--- config.mk ---
export PLATFORM = sky130hd
export DESIGN_NAME = control_sequencer_flat
export DESIGN_NICKNAME = d
export VERILOG_FILES = /design/src/rtl/control_sequencer_if.sv /design/src/rtl/control_sequencer.sv /design/src/flat_wrapper.sv
export SDC_FILE = /design/constraint.sdc
export NUM_CORES = 1
export LEC_CHECK = 0
export ABC_AREA = 1
export CAP_MARGIN = 0
export CORE_ASPECT_RATIO = 1.5
export CORE_MARGIN = 3
export CORE_UTILIZATION = 30
export DETAILED_ROUTE_END_ITERATION = 10
export GPL_ROUTABILITY_DRIVEN = 0
export PLACE_DENSITY_LB_ADDON = 0.3
export SYNTH_ARGS = -nofsm -noshare
export SYNTH_HDL_FRONTEND = slang
export SYNTH_SLANG_ARGS = --single-unit
--- constraint.sdc ---
create_clock -name clk -period 7.4 [get_ports clk]
set_input_delay 2.22 -clock clk [delete_from_list [all_inputs] [get_ports clk]]
set_output_delay 2.22 -clock clk [all_outputs]
set_load 0.02 [all_outputs]
--- src/rtl/control_sequencer_if.sv ---
// rtl/control_sequencer_if.sv - strobe bus between the control sequencer and the single-bus datapath
interface control_sequencer_if;
  logic [31:0] IR_q;
  logic        mem_ready;
  logic [15:0] R_in;
  logic [15:0] R_out;
  logic        PCout, PCin, IncPC;
  logic        MARin, MDRin, MDRout, IRin, Yin;
  logic        Zin, Zlowout, Zhighout;
  logic        HIin, HIout, LOin, LOout;
  logic        Cout;
  logic        Read, Write;
  logic [12:0] alu_op;
  logic        run;
  logic        illegal;

  modport master (
    input  IR_q, mem_ready,
    output R_in, R_out, PCout, PCin, IncPC, MARin, MDRin, MDRout, IRin, Yin,
           Zin, Zlowout, Zhighout, HIin, HIout, LOin, LOout, Cout,
           Read, Write, alu_op, run, illegal
  );

  modport slave (
    output IR_q, mem_ready,
    input  R_in, R_out, PCout, PCin, IncPC, MARin, MDRin, MDRout, IRin, Yin,
           Zin, Zlowout, Zhighout, HIin, HIout, LOin, LOout, Cout,
           Read, Write, alu_op, run, illegal
  );
endinterface

--- src/rtl/control_sequencer.sv ---
// rtl/control_sequencer.sv - hardwired Moore control unit sequencing fetch and per-opcode execute steps
module control_sequencer #(
  parameter int MEM_WAIT_LIMIT = 16
) (
  input  logic               clk,
  input  logic               reset,
  control_sequencer_if.master bus
);

  localparam logic [4:0] OP_LD   = 5'b00000, OP_LDI  = 5'b00001, OP_ST   = 5'b00010;
  localparam logic [4:0] OP_ADD  = 5'b00011, OP_SUB  = 5'b00100, OP_AND  = 5'b00101;
  localparam logic [4:0] OP_OR   = 5'b00110, OP_ROR  = 5'b00111, OP_ROL  = 5'b01000;
  localparam logic [4:0] OP_SHR  = 5'b01001, OP_SHRA = 5'b01010, OP_SHL  = 5'b01011;
  localparam logic [4:0] OP_ADDI = 5'b01100, OP_ANDI = 5'b01101, OP_ORI  = 5'b01110;
  localparam logic [4:0] OP_DIV  = 5'b01111, OP_MUL  = 5'b10000, OP_NEG  = 5'b10001;
  localparam logic [4:0] OP_NOT  = 5'b10010, OP_MFHI = 5'b11000, OP_MFLO = 5'b11001;
  localparam logic [4:0] OP_NOP  = 5'b11010, OP_HALT = 5'b11011;

  localparam logic [12:0] ALU_ADD  = 13'h1000, ALU_SUB = 13'h0800, ALU_MUL  = 13'h0400;
  localparam logic [12:0] ALU_DIV  = 13'h0200, ALU_AND = 13'h0100, ALU_OR   = 13'h0080;
  localparam logic [12:0] ALU_SHR  = 13'h0040, ALU_SHRA = 13'h0020, ALU_SHL = 13'h0010;
  localparam logic [12:0] ALU_ROR  = 13'h0008, ALU_ROL = 13'h0004, ALU_NEG  = 13'h0002;
  localparam logic [12:0] ALU_NOT  = 13'h0001;

  localparam logic [7:0] WAIT_LAST = 8'(MEM_WAIT_LIMIT - 1);

  typedef enum logic [3:0] {
    S_IDLE, S_T0, S_T1, S_T2, S_T3, S_T4, S_T5, S_T6, S_T7, S_HALT
  } state_t;

  state_t      state, state_nxt;
  logic [7:0]  wait_cnt, wait_cnt_nxt;

  logic [4:0]  opcode;
  logic [15:0] ra_sel, rb_sel, rc_sel;
  logic [12:0] op_sel;
  logic        is_rtype, is_imm, is_ldi, is_ld, is_st, is_muldiv, is_unary;
  logic        is_mfhi, is_mflo, is_nop, is_halt;
  logic        mem_req;
  logic        unused_ir;

  assign opcode    = bus.IR_q[31:27];
  assign ra_sel    = 16'b1 << bus.IR_q[26:23];
  assign rb_sel    = 16'b1 << bus.IR_q[22:19];
  assign rc_sel    = 16'b1 << bus.IR_q[18:15];
  assign unused_ir = ^bus.IR_q[14:0];

  always_ff @(posedge clk or negedge reset) begin
    if (!reset) begin
      state    <= S_IDLE;
      wait_cnt <= '0;
    end else begin
      state    <= state_nxt;
      wait_cnt <= wait_cnt_nxt;
    end
  end

  always_comb begin
    op_sel    = '0;
    is_rtype  = 1'b0;
    is_imm    = 1'b0;
    is_ldi    = 1'b0;
    is_ld     = 1'b0;
    is_st     = 1'b0;
    is_muldiv = 1'b0;
    is_unary  = 1'b0;
    is_mfhi   = 1'b0;
    is_mflo   = 1'b0;
    is_nop    = 1'b0;
    is_halt   = 1'b0;
    case (opcode)
      OP_ADD:  begin is_rtype = 1'b1; op_sel = ALU_ADD;  end
      OP_SUB:  begin is_rtype = 1'b1; op_sel = ALU_SUB;  end
      OP_AND:  begin is_rtype = 1'b1; op_sel = ALU_AND;  end
      OP_OR:   begin is_rtype = 1'b1; op_sel = ALU_OR;   end
      OP_ROR:  begin is_rtype = 1'b1; op_sel = ALU_ROR;  end
      OP_ROL:  begin is_rtype = 1'b1; op_sel = ALU_ROL;  end
      OP_SHR:  begin is_rtype = 1'b1; op_sel = ALU_SHR;  end
      OP_SHRA: begin is_rtype = 1'b1; op_sel = ALU_SHRA; end
      OP_SHL:  begin is_rtype = 1'b1; op_sel = ALU_SHL;  end
      OP_ADDI: begin is_imm = 1'b1;   op_sel = ALU_ADD;  end
      OP_ANDI: begin is_imm = 1'b1;   op_sel = ALU_AND;  end
      OP_ORI:  begin is_imm = 1'b1;   op_sel = ALU_OR;   end
      OP_LDI:  begin is_ldi = 1'b1;   op_sel = ALU_ADD;  end
      OP_LD:   begin is_ld = 1'b1;    op_sel = ALU_ADD;  end
      OP_ST:   begin is_st = 1'b1;    op_sel = ALU_ADD;  end
      OP_MUL:  begin is_muldiv = 1'b1; op_sel = ALU_MUL; end
      OP_DIV:  begin is_muldiv = 1'b1; op_sel = ALU_DIV; end
      OP_NEG:  begin is_unary = 1'b1; op_sel = ALU_NEG;  end
      OP_NOT:  begin is_unary = 1'b1; op_sel = ALU_NOT;  end
      OP_MFHI: is_mfhi = 1'b1;
      OP_MFLO: is_mflo = 1'b1;
      OP_NOP:  is_nop  = 1'b1;
      OP_HALT: is_halt = 1'b1;
      default: ;
    endcase
  end

  // Read/Write states; the hold below keys off state only so strobes never follow mem_ready
  assign mem_req = (state == S_T1) || (state == S_T6 && is_ld) || (state == S_T7 && is_st);

  always_comb begin
    state_nxt     = state;
    wait_cnt_nxt  = wait_cnt;
    bus.R_in      = '0;
    bus.R_out     = '0;
    bus.PCout     = 1'b0;
    bus.PCin      = 1'b0;
    bus.IncPC     = 1'b0;
    bus.MARin     = 1'b0;
    bus.MDRin     = 1'b0;
    bus.MDRout    = 1'b0;
    bus.IRin      = 1'b0;
    bus.Yin       = 1'b0;
    bus.Zin       = 1'b0;
    bus.Zlowout   = 1'b0;
    bus.Zhighout  = 1'b0;
    bus.HIin      = 1'b0;
    bus.HIout     = 1'b0;
    bus.LOin      = 1'b0;
    bus.LOout     = 1'b0;
    bus.Cout      = 1'b0;
    bus.Read      = 1'b0;
    bus.Write     = 1'b0;
    bus.alu_op    = '0;
    bus.illegal   = 1'b0;
    bus.run       = (state != S_IDLE) && (state != S_HALT);

    case (state)
      S_IDLE: state_nxt = S_T0;
      S_T0: begin
        bus.PCout = 1'b1; bus.MARin = 1'b1; bus.IncPC = 1'b1; bus.Zin = 1'b1;
        state_nxt = S_T1;
      end
      S_T1: begin
        bus.Zlowout = 1'b1; bus.PCin = 1'b1; bus.Read = 1'b1; bus.MDRin = 1'b1;
        state_nxt = S_T2;
      end
      S_T2: begin
        bus.MDRout = 1'b1; bus.IRin = 1'b1;
        state_nxt = is_nop ? S_T0 : (is_halt ? S_HALT : S_T3);
      end
      S_T3: begin
        state_nxt = S_T4;
        if (is_rtype || is_imm || is_ldi || is_ld || is_st) begin
          bus.R_out = rb_sel; bus.Yin = 1'b1;
        end else if (is_muldiv) begin
          bus.R_out = ra_sel; bus.Yin = 1'b1;
        end else if (is_unary) begin
          bus.R_out = rb_sel; bus.alu_op = op_sel; bus.Zin = 1'b1;
        end else if (is_mfhi) begin
          bus.HIout = 1'b1; bus.R_in = ra_sel; state_nxt = S_T0;
        end else if (is_mflo) begin
          bus.LOout = 1'b1; bus.R_in = ra_sel; state_nxt = S_T0;
        end else begin
          bus.illegal = 1'b1; state_nxt = S_T0;
        end
      end
      S_T4: begin
        state_nxt = S_T5;
        if (is_rtype) begin
          bus.R_out = rc_sel; bus.alu_op = op_sel; bus.Zin = 1'b1;
        end else if (is_imm || is_ldi || is_ld || is_st) begin
          bus.Cout = 1'b1; bus.alu_op = op_sel; bus.Zin = 1'b1;
        end else if (is_muldiv) begin
          bus.R_out = rb_sel; bus.alu_op = op_sel; bus.Zin = 1'b1;
        end else begin
          bus.Zlowout = 1'b1; bus.R_in = ra_sel; state_nxt = S_T0;
        end
      end
      S_T5: begin
        bus.Zlowout = 1'b1;
        state_nxt   = S_T6;
        if (is_muldiv) begin
          bus.LOin = 1'b1;
        end else if (is_ld || is_st) begin
          bus.MARin = 1'b1;
        end else begin
          bus.R_in = ra_sel; state_nxt = S_T0;
        end
      end
      S_T6: begin
        state_nxt = S_T7;
        if (is_muldiv) begin
          bus.Zhighout = 1'b1; bus.HIin = 1'b1; state_nxt = S_T0;
        end else if (is_ld) begin
          bus.Read = 1'b1; bus.MDRin = 1'b1;
        end else begin
          bus.R_out = ra_sel; bus.MDRin = 1'b1;
        end
      end
      S_T7: begin
        state_nxt = S_T0;
        if (is_ld) begin
          bus.MDRout = 1'b1; bus.R_in = ra_sel;
        end else begin
          bus.Write = 1'b1;
        end
      end
      S_HALT: state_nxt = S_HALT;
      default: state_nxt = S_IDLE;
    endcase

    if (mem_req) begin
      if (bus.mem_ready) begin
        wait_cnt_nxt = '0;
      end else if (wait_cnt == WAIT_LAST) begin
        state_nxt    = S_HALT;
        wait_cnt_nxt = '0;
      end else begin
        state_nxt    = state;
        wait_cnt_nxt = wait_cnt + 8'd1;
      end
    end
  end

endmodule

--- src/flat_wrapper.sv ---
// flat-port wrapper written by rule: the top's interface ports become plain ports
module control_sequencer_flat 
#(
  parameter int MEM_WAIT_LIMIT = 16
)
  (clk, reset, bus_IR_q, bus_mem_ready, bus_R_in, bus_R_out, bus_PCout, bus_PCin, bus_IncPC, bus_MARin, bus_MDRin, bus_MDRout, bus_IRin, bus_Yin, bus_Zin, bus_Zlowout, bus_Zhighout, bus_HIin, bus_HIout, bus_LOin, bus_LOout, bus_Cout, bus_Read, bus_Write, bus_alu_op, bus_run, bus_illegal);
  control_sequencer_if bus_i ();
  input  logic clk;
  input  logic reset;
  input wire logic [$bits(bus_i.IR_q)-1:0] bus_IR_q;
  input wire logic [$bits(bus_i.mem_ready)-1:0] bus_mem_ready;
  output wire logic [$bits(bus_i.R_in)-1:0] bus_R_in;
  output wire logic [$bits(bus_i.R_out)-1:0] bus_R_out;
  output wire logic [$bits(bus_i.PCout)-1:0] bus_PCout;
  output wire logic [$bits(bus_i.PCin)-1:0] bus_PCin;
  output wire logic [$bits(bus_i.IncPC)-1:0] bus_IncPC;
  output wire logic [$bits(bus_i.MARin)-1:0] bus_MARin;
  output wire logic [$bits(bus_i.MDRin)-1:0] bus_MDRin;
  output wire logic [$bits(bus_i.MDRout)-1:0] bus_MDRout;
  output wire logic [$bits(bus_i.IRin)-1:0] bus_IRin;
  output wire logic [$bits(bus_i.Yin)-1:0] bus_Yin;
  output wire logic [$bits(bus_i.Zin)-1:0] bus_Zin;
  output wire logic [$bits(bus_i.Zlowout)-1:0] bus_Zlowout;
  output wire logic [$bits(bus_i.Zhighout)-1:0] bus_Zhighout;
  output wire logic [$bits(bus_i.HIin)-1:0] bus_HIin;
  output wire logic [$bits(bus_i.HIout)-1:0] bus_HIout;
  output wire logic [$bits(bus_i.LOin)-1:0] bus_LOin;
  output wire logic [$bits(bus_i.LOout)-1:0] bus_LOout;
  output wire logic [$bits(bus_i.Cout)-1:0] bus_Cout;
  output wire logic [$bits(bus_i.Read)-1:0] bus_Read;
  output wire logic [$bits(bus_i.Write)-1:0] bus_Write;
  output wire logic [$bits(bus_i.alu_op)-1:0] bus_alu_op;
  output wire logic [$bits(bus_i.run)-1:0] bus_run;
  output wire logic [$bits(bus_i.illegal)-1:0] bus_illegal;
  assign bus_i.IR_q = bus_IR_q;
  assign bus_i.mem_ready = bus_mem_ready;
  assign bus_R_in = bus_i.R_in;
  assign bus_R_out = bus_i.R_out;
  assign bus_PCout = bus_i.PCout;
  assign bus_PCin = bus_i.PCin;
  assign bus_IncPC = bus_i.IncPC;
  assign bus_MARin = bus_i.MARin;
  assign bus_MDRin = bus_i.MDRin;
  assign bus_MDRout = bus_i.MDRout;
  assign bus_IRin = bus_i.IRin;
  assign bus_Yin = bus_i.Yin;
  assign bus_Zin = bus_i.Zin;
  assign bus_Zlowout = bus_i.Zlowout;
  assign bus_Zhighout = bus_i.Zhighout;
  assign bus_HIin = bus_i.HIin;
  assign bus_HIout = bus_i.HIout;
  assign bus_LOin = bus_i.LOin;
  assign bus_LOout = bus_i.LOout;
  assign bus_Cout = bus_i.Cout;
  assign bus_Read = bus_i.Read;
  assign bus_Write = bus_i.Write;
  assign bus_alu_op = bus_i.alu_op;
  assign bus_run = bus_i.run;
  assign bus_illegal = bus_i.illegal;
  control_sequencer #(.MEM_WAIT_LIMIT(MEM_WAIT_LIMIT)) u_core (.clk(clk), .reset(reset), .bus(bus_i));
endmodule
==> qor.txt, run 1 <==
antenna fix cells = 0
met2 Resource Use GR = 37.2%
number of nets with antenna violations after routing = 0
clock sink count = 12
DRT iter0 DRCs = 234
power share of the combinational group = 64.5%
Seq/Total Area, Yosys = 12.2%
Synth Warn # = 0
PD cells = 184 nW/um^2
met3 global-route usage = 1.23%
DRC Markers = 0
leak pwr = 1.59 nW
Clk network pwr share = 17.3%
Synth area leaders = nand2_1 (15%), dfrtp_1 (12%), nor2_1 (12%)
minimum clock period = 7.11 ns
status = finished clean
max_slew headroom = 51.2%
Num CTS Buffers = 3
Synth cell types = 37
worst reg2reg path depth = 9
switching power = 0.000316 W
Mapped Area = 2470 sq um
worst path buffer plus inverter count = 5
Crit-path slowest cell = clkdlybuf4s50_1
post-CTS sizing = 0
Post-DP HPWL = 7620 microns
Total GRT Usage = 19.4%
post-synthesis async set-or-reset flop share = 100%
htree depth = 1
area leader, netlist = nand2_1
endpoints failing hold = 0
initial antenna violation count = 0
Net Sw Frac = 49.8%
later-pin clock latency in the skew report = 0.24 ns
IO Pins = 100
Top Family by Delay on Critical Path = buffers and inverters
WP data arrival = 4.89 ns
final period utilization = 96.0%
Layout fillers = 878
most frequent CP cell = nand2_1
Setup TNS = 0 ns
largest net degree at the start of global routing = 27
via count = 3361
synthesized net count = 511
final core utilization = 44.1%
Pint = 0.000318 W
Worst-path clk slew = 0.04 ns
CTS Hold Bufs = 0
total setup buffers inserted after CTS = 0
CTS Root Cell = clkbuf_16
Initial Util = 31.6%
Cell Area, Placed = 3340 sq um
Post-Synthesis Mean Instance Area = 5.20 sq um
Area growth syn-to-layout = 39.5%
share of cells above drive strength 1 = 5.88%
Seq pwr share = 18.1%
worst min path class = register to register
Critical Path RT = 5.18 ns
hold path cells = 2
routed vias/inst = 5.20
row count = 39
port bufs = 84
Detailed Routing Iterations Pass 1 = 5
Least-Margin Pin Slew = 0.731 ns
nets = 581
core area = 7810 sq um
Max Clock Skew = 0.00223 ns
startpoint types = input port
drt total wl = 9260 microns
Die ar. = 9380 sq um
vias in the first global route = 3134
CP Cell Sequence = clkdlybuf4s50_1 -> inv_2 -> nor2_2 -> nand2_1 -> nand2_2 -> nand2_1 -> inv_1 -> o21ai_0 -> o21ai_0 -> inv_1 -> nand2_1 -> clkdlybuf4s50_1
Crit Path Max Fanout = 14
WS Path Type = input port to primary output
CP max stage delay = 0.61 ns
crit path capture type = primary output
die width = 80.1 microns
most numerous cell in the Yosys netlist = nand2_1
Final setup viols = 0
wire length per cell = 14.3 microns
Crit. path cell count = 12
setup slack, reg-to-reg = 5.09 ns
number of synthesized flops with an enable pin = 0
Top FF cell, synth = dfrtp_1
Syn Inst Count = 475
area share of the largest cell type after synthesis = 14.9%
post-synthesis register bit count = 12
post-route cell area = 3440 sq um
Max-cap violations = 0
top post-synthesis cells by count = nand2_1 (98), nor2_1 (79), inv_1 (72)
grt met1 use = 21.7%
Slew Limit Fails = 0
worst vdd ir = 0.263 mV
Die Y = 117 microns
most used routing layer = met2
RSZ-0062 raised after global routing = false
FMAX = 141 MHz
Remaining Overflow, GRT = 0
CTS tree = built
global-route wire length before repair = 14600 microns
Max Root-Sink Buffers = 2
[per-layer routing]
| layer | vias up | share of wire, % | routed length [microns] |
|---|---|---|---|
| met5 | - | 0 | 0 |
| met4 | 0 | 4.5 | 417 |
| met3 | 31 | 4.7 | 432 |
| met2 | 111 | 53 | 4940 |
| met1 | 1526 | 38 | 3470 |
| li1 | 1693 | - | - |
[kinds of logic (layout without fill, tap and decap cells)]
kind of cell / count (synthesis) / count (layout) / share of synthesized area (%)
XOR/XNOR: 6 / 6 / 2.13
AO/OA/AOI/OAI: 58 / 58 / 13.4
buffers and inverters: 99 / 168 / 16.2
flip-flops: 12 / 12 / 12.2
AND/OR/NAND/NOR: 299 / 299 / 55.7
adder cells (fa/ha/maj): 1 / 1 / 0.507
[final cells by class]
class	count	area [sq um]	area share, %
Tap cell	102	128	3.71
Clock buffer	4	88.8	2.58
Timing Repair Buffer	85	851	24.7
Multi-Input combinational cell	364	1780	51.7
Inverter	79	297	8.61
Sequential cell	12	300	8.72
[cells in the final DEF (no fill, tap or decap), drive strengths merged, types with 3 or more instances in the layout]
master and n:
a21oi 8, clkbuf 4, clkdlybuf4s50 83, dfrtp 12, inv 78, nand2 104, nand3 45, nand4 32
nor2 85, nor3 17, nor4 8, o211ai 3, o21ai 36, o22ai 8, or2 4, xor2 5
[registers in the layout, indices dropped and copies added (netlist names)]
| name | flops |
|---|---|
| u_core.wait_cnt | 8 |
| u_core.state | 4 |
[path summary, 6_finish.rpt]
| kind | endpoint | start |
|---|---|---|
| max | bus_R_out[6] | bus_IR_q[31] |
| min reg2reg | u_core.wait_cnt[1]$_DFFE_PN0N_ | u_core.wait_cnt[1]$_DFFE_PN0N_ |
| max reg2reg | u_core.state[0]$_DFFE_PN0P_ | u_core.state[3]$_DFFE_PN0P_ |
| min in group asynchronous | u_core.wait_cnt[0]$_DFFE_PN0N_ | reset |
| min | u_core.wait_cnt[1]$_DFFE_PN0N_ | u_core.wait_cnt[1]$_DFFE_PN0N_ |
| max in group asynchronous | u_core.state[1]$_DFFE_PN0P_ | reset |
[power by group through the flow]
| stage | registers (W) | logic, W | clock network, W |
|---|---|---|---|
| after CTS | 0.000114 | 0.000410 | 0.000112 |
| after global placement | 0.000114 | 0.000403 | 0 |
| final | 0.000115 | 0.000409 | 0.000110 |
| after global routing | 0.000117 | 0.000450 | 0.000115 |
| after detailed placement | 0.000114 | 0.000406 | 0 |
| after floorplan | 0.000108 | 0.000264 | 0 |
[metrics by stage]
step                worst slack, ns  hold WS, ns  power, W  cells
floorplan                      1.48        0.473  0.000373    475
global placement              0.105        0.500  0.000516    642
detailed placement           0.0490        0.517  0.000521    642
CTS                          0.0488        0.537  0.000637    646
global route                 0.0825        0.562  0.000682    646
finish                        0.294        0.527  0.000634    646
[tightest hold or removal path, delay by kind of cell, from the launching register on]
family / cells / cell delay (ns)
and+or+nand+nor: 2 / 0.12
DFF: 1 / 0.37
Power figures use the tool's default switching activity.
==> run 2, diff against run 1 <==
- PLACE_DENSITY_LB_ADDON: 0.3 -> unset
- TNS_END_PERCENT: unset -> 1
==> run 2 against run 1 <==
  * Utilization fell by 0.064 points
  * Combinational power about the same
  * Sequential cell count unchanged
  * Routed wire length is 1.9% higher
  * Power about the same
  * Sequential share of layout area is essentially flat
==> qor.txt, run 2 (synthesis gave the netlist of run 1 again) <==
CP Cell Sequence = clkdlybuf4s50_1 -> nand2_2 -> nor2_2 -> nand2_1 -> nand2_2 -> nor2_4 -> inv_1 -> nor2_1 -> nor3_1 -> o21ai_1 -> clkdlybuf4s50_1
worst reg2reg path depth = 9 (unchanged)
WP data arrival = 4.84 ns (-0.05 ns)
vias in the first global route = 3116 (-0.57%)
CTS Root Cell = clkbuf_16
IO Pins = 100 (unchanged)
final period utilization = 95.3% (-0.69 points)
Area growth syn-to-layout = 39.3%
wire length per cell = 14.6 microns (+1.8%)
Crit Path Max Fanout = 14 (unchanged)
Net Sw Frac = 49.8% (about the same)
leak pwr = 1.57 nW (-1.0%)
Num CTS Buffers = 3 (unchanged)
later-pin clock latency in the skew report = 0.24 ns (about the same)
Cell Area, Placed = 3350 sq um (+0.22%)
initial antenna violation count = 0 (unchanged)
max reg flops = 8 (unchanged)
Die Y = 117 microns (unchanged)
top flop regs = u_core.wait_cnt (8), u_core.state (4)
Least-Margin Pin Slew = 0.631 ns (-0.100 ns)
endpoints failing hold = 0 (unchanged)
hold path cells = 2 (unchanged)
worst flop-to-flop path startpoint = u_core.state[3]$_DFFE_PN0P_
most frequent cells in the layout = nand2_1 (98), clkdlybuf4s50_1 (84), nor2_1 (79), inv_1 (72), nand3_1 (42)
Final setup viols = 0 (unchanged)
Worst Hold End = u_core.wait_cnt[1]$_DFFE_PN0N_
commonest non-fill, non-tap cell in the layout = nand2_1
CTS Hold Bufs = 0 (unchanged)
worst vdd ir = 0.247 mV (-6.2%)
startpoint types = input port
status = finished clean
share of cells above drive strength 1 = 5.87% (-0.011 points)
DRC Markers = 0 (unchanged)
setup slack, reg-to-reg = 5.12 ns (+0.03 ns)
antenna fix cells = 0 (unchanged)
Total GRT Usage = 19.4% (-0.038 points)
post-route cell area = 3440 sq um (-0.15%)
clock sink count = 12 (unchanged)
die width = 80.1 microns (unchanged)
global-route wire length before repair = 14500 microns (-0.66%)
drt total wl = 9440 microns (+1.9%)
Crit-path slowest cell = clkdlybuf4s50_1
Setup TNS = 0 ns (unchanged)
minimum clock period = 7.06 ns (-0.0513 ns)
routed vias/inst = 5.20 (about the same)
Pint = 0.000318 W (about the same)
htree depth = 1 (unchanged)
CTS tree = built
total setup buffers inserted after CTS = 0 (unchanged)
core area = 7810 sq um (unchanged)
reg2reg end = u_core.state[0]$_DFFE_PN0P_
via count = 3364 (+0.089%)
largest net degree at the start of global routing = 27 (unchanged)
Largest Register = u_core.wait_cnt
crit path capture type = primary output
post-CTS sizing = 0 (unchanged)
port bufs = 84 (unchanged)
row count = 39 (unchanged)
Remaining Overflow, GRT = 0 (unchanged)
number of nets with antenna violations after routing = 0 (unchanged)
Initial Util = 31.6% (unchanged)
Die ar. = 9380 sq um (unchanged)
PD cells = 184 nW/um^2 (+0.12%)
nets = 582 (+0.17%)
power share of the combinational group = 64.4% (about the same)
CP max stage delay = 0.60 ns (about the same)
Layout fillers = 867 (-1.3%)
Slew Limit Fails = 0 (unchanged)
Post-DP HPWL = 7770 microns (+2.1%)
Worst-path clk slew = 0.04 ns (about the same)
Detailed Routing Iterations Pass 1 = 4 (-1)
Max Clock Skew = 0.00357 ns (+0.00134 ns)
Critical Path RT = 5.18 ns (about the same)
Max Root-Sink Buffers = 2 (unchanged)
RSZ-0062 raised after global routing = false
Seq pwr share = 18.2% (about the same)
switching power = 0.000316 W (about the same)
Max-cap violations = 0 (unchanged)
worst min path class = register to register
WS Path Type = input port to primary output
max_slew headroom = 57.8% (+6.6 points)
hold path startpoint = u_core.wait_cnt[1]$_DFFE_PN0N_
DRT iter0 DRCs = 202 (-14%)
Clk network pwr share = 17.4% (about the same)
FMAX = 142 MHz (+0.73%)
==> run 2: cell types whose count changed in the layout (fill, tap and decap cells not counted) <==
cell | before | now
buf_4 | 1 | 2
clkdlybuf4s50_1 | 83 | 84
nand3_2 | 2 | 3
nor2_1 | 78 | 79
dlymetal6s2s_1 | 1 | 0
nand3_4 | 1 | 0
nor2_2 | 6 | 5
==> run 2: worst max-delay path by stage <==
stage / end / slack, ns / startpoint / cells past startpoint
after floorplan: bus_LOout / 1.48 / bus_IR_q[31] / 7
after global placement: bus_R_out[2] / 0.35 / bus_IR_q[27] / 10
after detailed placement: bus_R_out[11] / 0.35 / bus_IR_q[28] / 11
after CTS: bus_R_out[11] / 0.35 / bus_IR_q[28] / 11
after global routing: bus_R_out[2] / 0.04 / bus_IR_q[28] / 10
final: bus_R_out[11] / 0.34 / bus_IR_q[28] / 11
==> run 2: metrics by stage <==
step | hold slack, ns | instances | utilization, % | setup slack [ns] | power (W)
2_1_floorplan | 0.473 | 475 | - | 1.48 | 0.000373
3_3_place_gp | 0.492 | 643 | 42.9 | 0.355 | 0.000519
3_5_place_dp | 0.506 | 643 | 42.9 | 0.352 | 0.000523
4_1_cts | 0.517 | 647 | 44.1 | 0.347 | 0.000637
5_1_grt | 0.540 | 647 | 44.1 | 0.0405 | 0.000685
6_report | 0.522 | 647 | 44.1 | 0.345 | 0.000634
==> run 2: power by group through the flow <==
stage / Combinational (W) / Sequential (W) / Clock (W)
2_1_floorplan: 0.000264 / 0.000108 / 0
3_3_place_gp: 0.000406 / 0.000114 / 0
3_5_place_dp: 0.000407 / 0.000115 / 0
4_1_cts: 0.000411 / 0.000114 / 0.000112
5_1_grt: 0.000452 / 0.000118 / 0.000115
6_report: 0.000408 / 0.000115 / 0.000110
==> run 2: area by class of cell <==
| type | count | area [sq um] | share of cell area (%) |
|---|---|---|---|
| repair buffers | 86 | 856 | 24.9 |
| well taps | 102 | 128 | 3.71 |
| flip-flops and latches | 12 | 300 | 8.73 |
| inverters | 79 | 297 | 8.62 |
| multi-input cells | 364 | 1770 | 51.5 |
| clock buffers | 4 | 88.8 | 2.58 |
==> run 2: metal layers <==
layer / global-route usage (%) / up-vias / part of all wire (%)
li1: - / 1696 / -
met3: 1.07 / 28 / 4.1
met2: 37.6 / 107 / 52
met1: 21.2 / 1533 / 39
met5: 0 / - / 0
met4: 9.02 / 0 / 4.6
==> run 2: critical path: cells and delay by family <==
family,cells,cell delay [ns]
AO/OA/AOI/OAI,1,0.12
buffers and inverters,3,1.32
AND/OR/NAND/NOR,7,1.16
==> run 3, diff against run 2 <==
- SLEW_MARGIN: unset -> 10
==> results of run 3 <==
The final DEF is identical to that of run 2; final timing and power are the same.
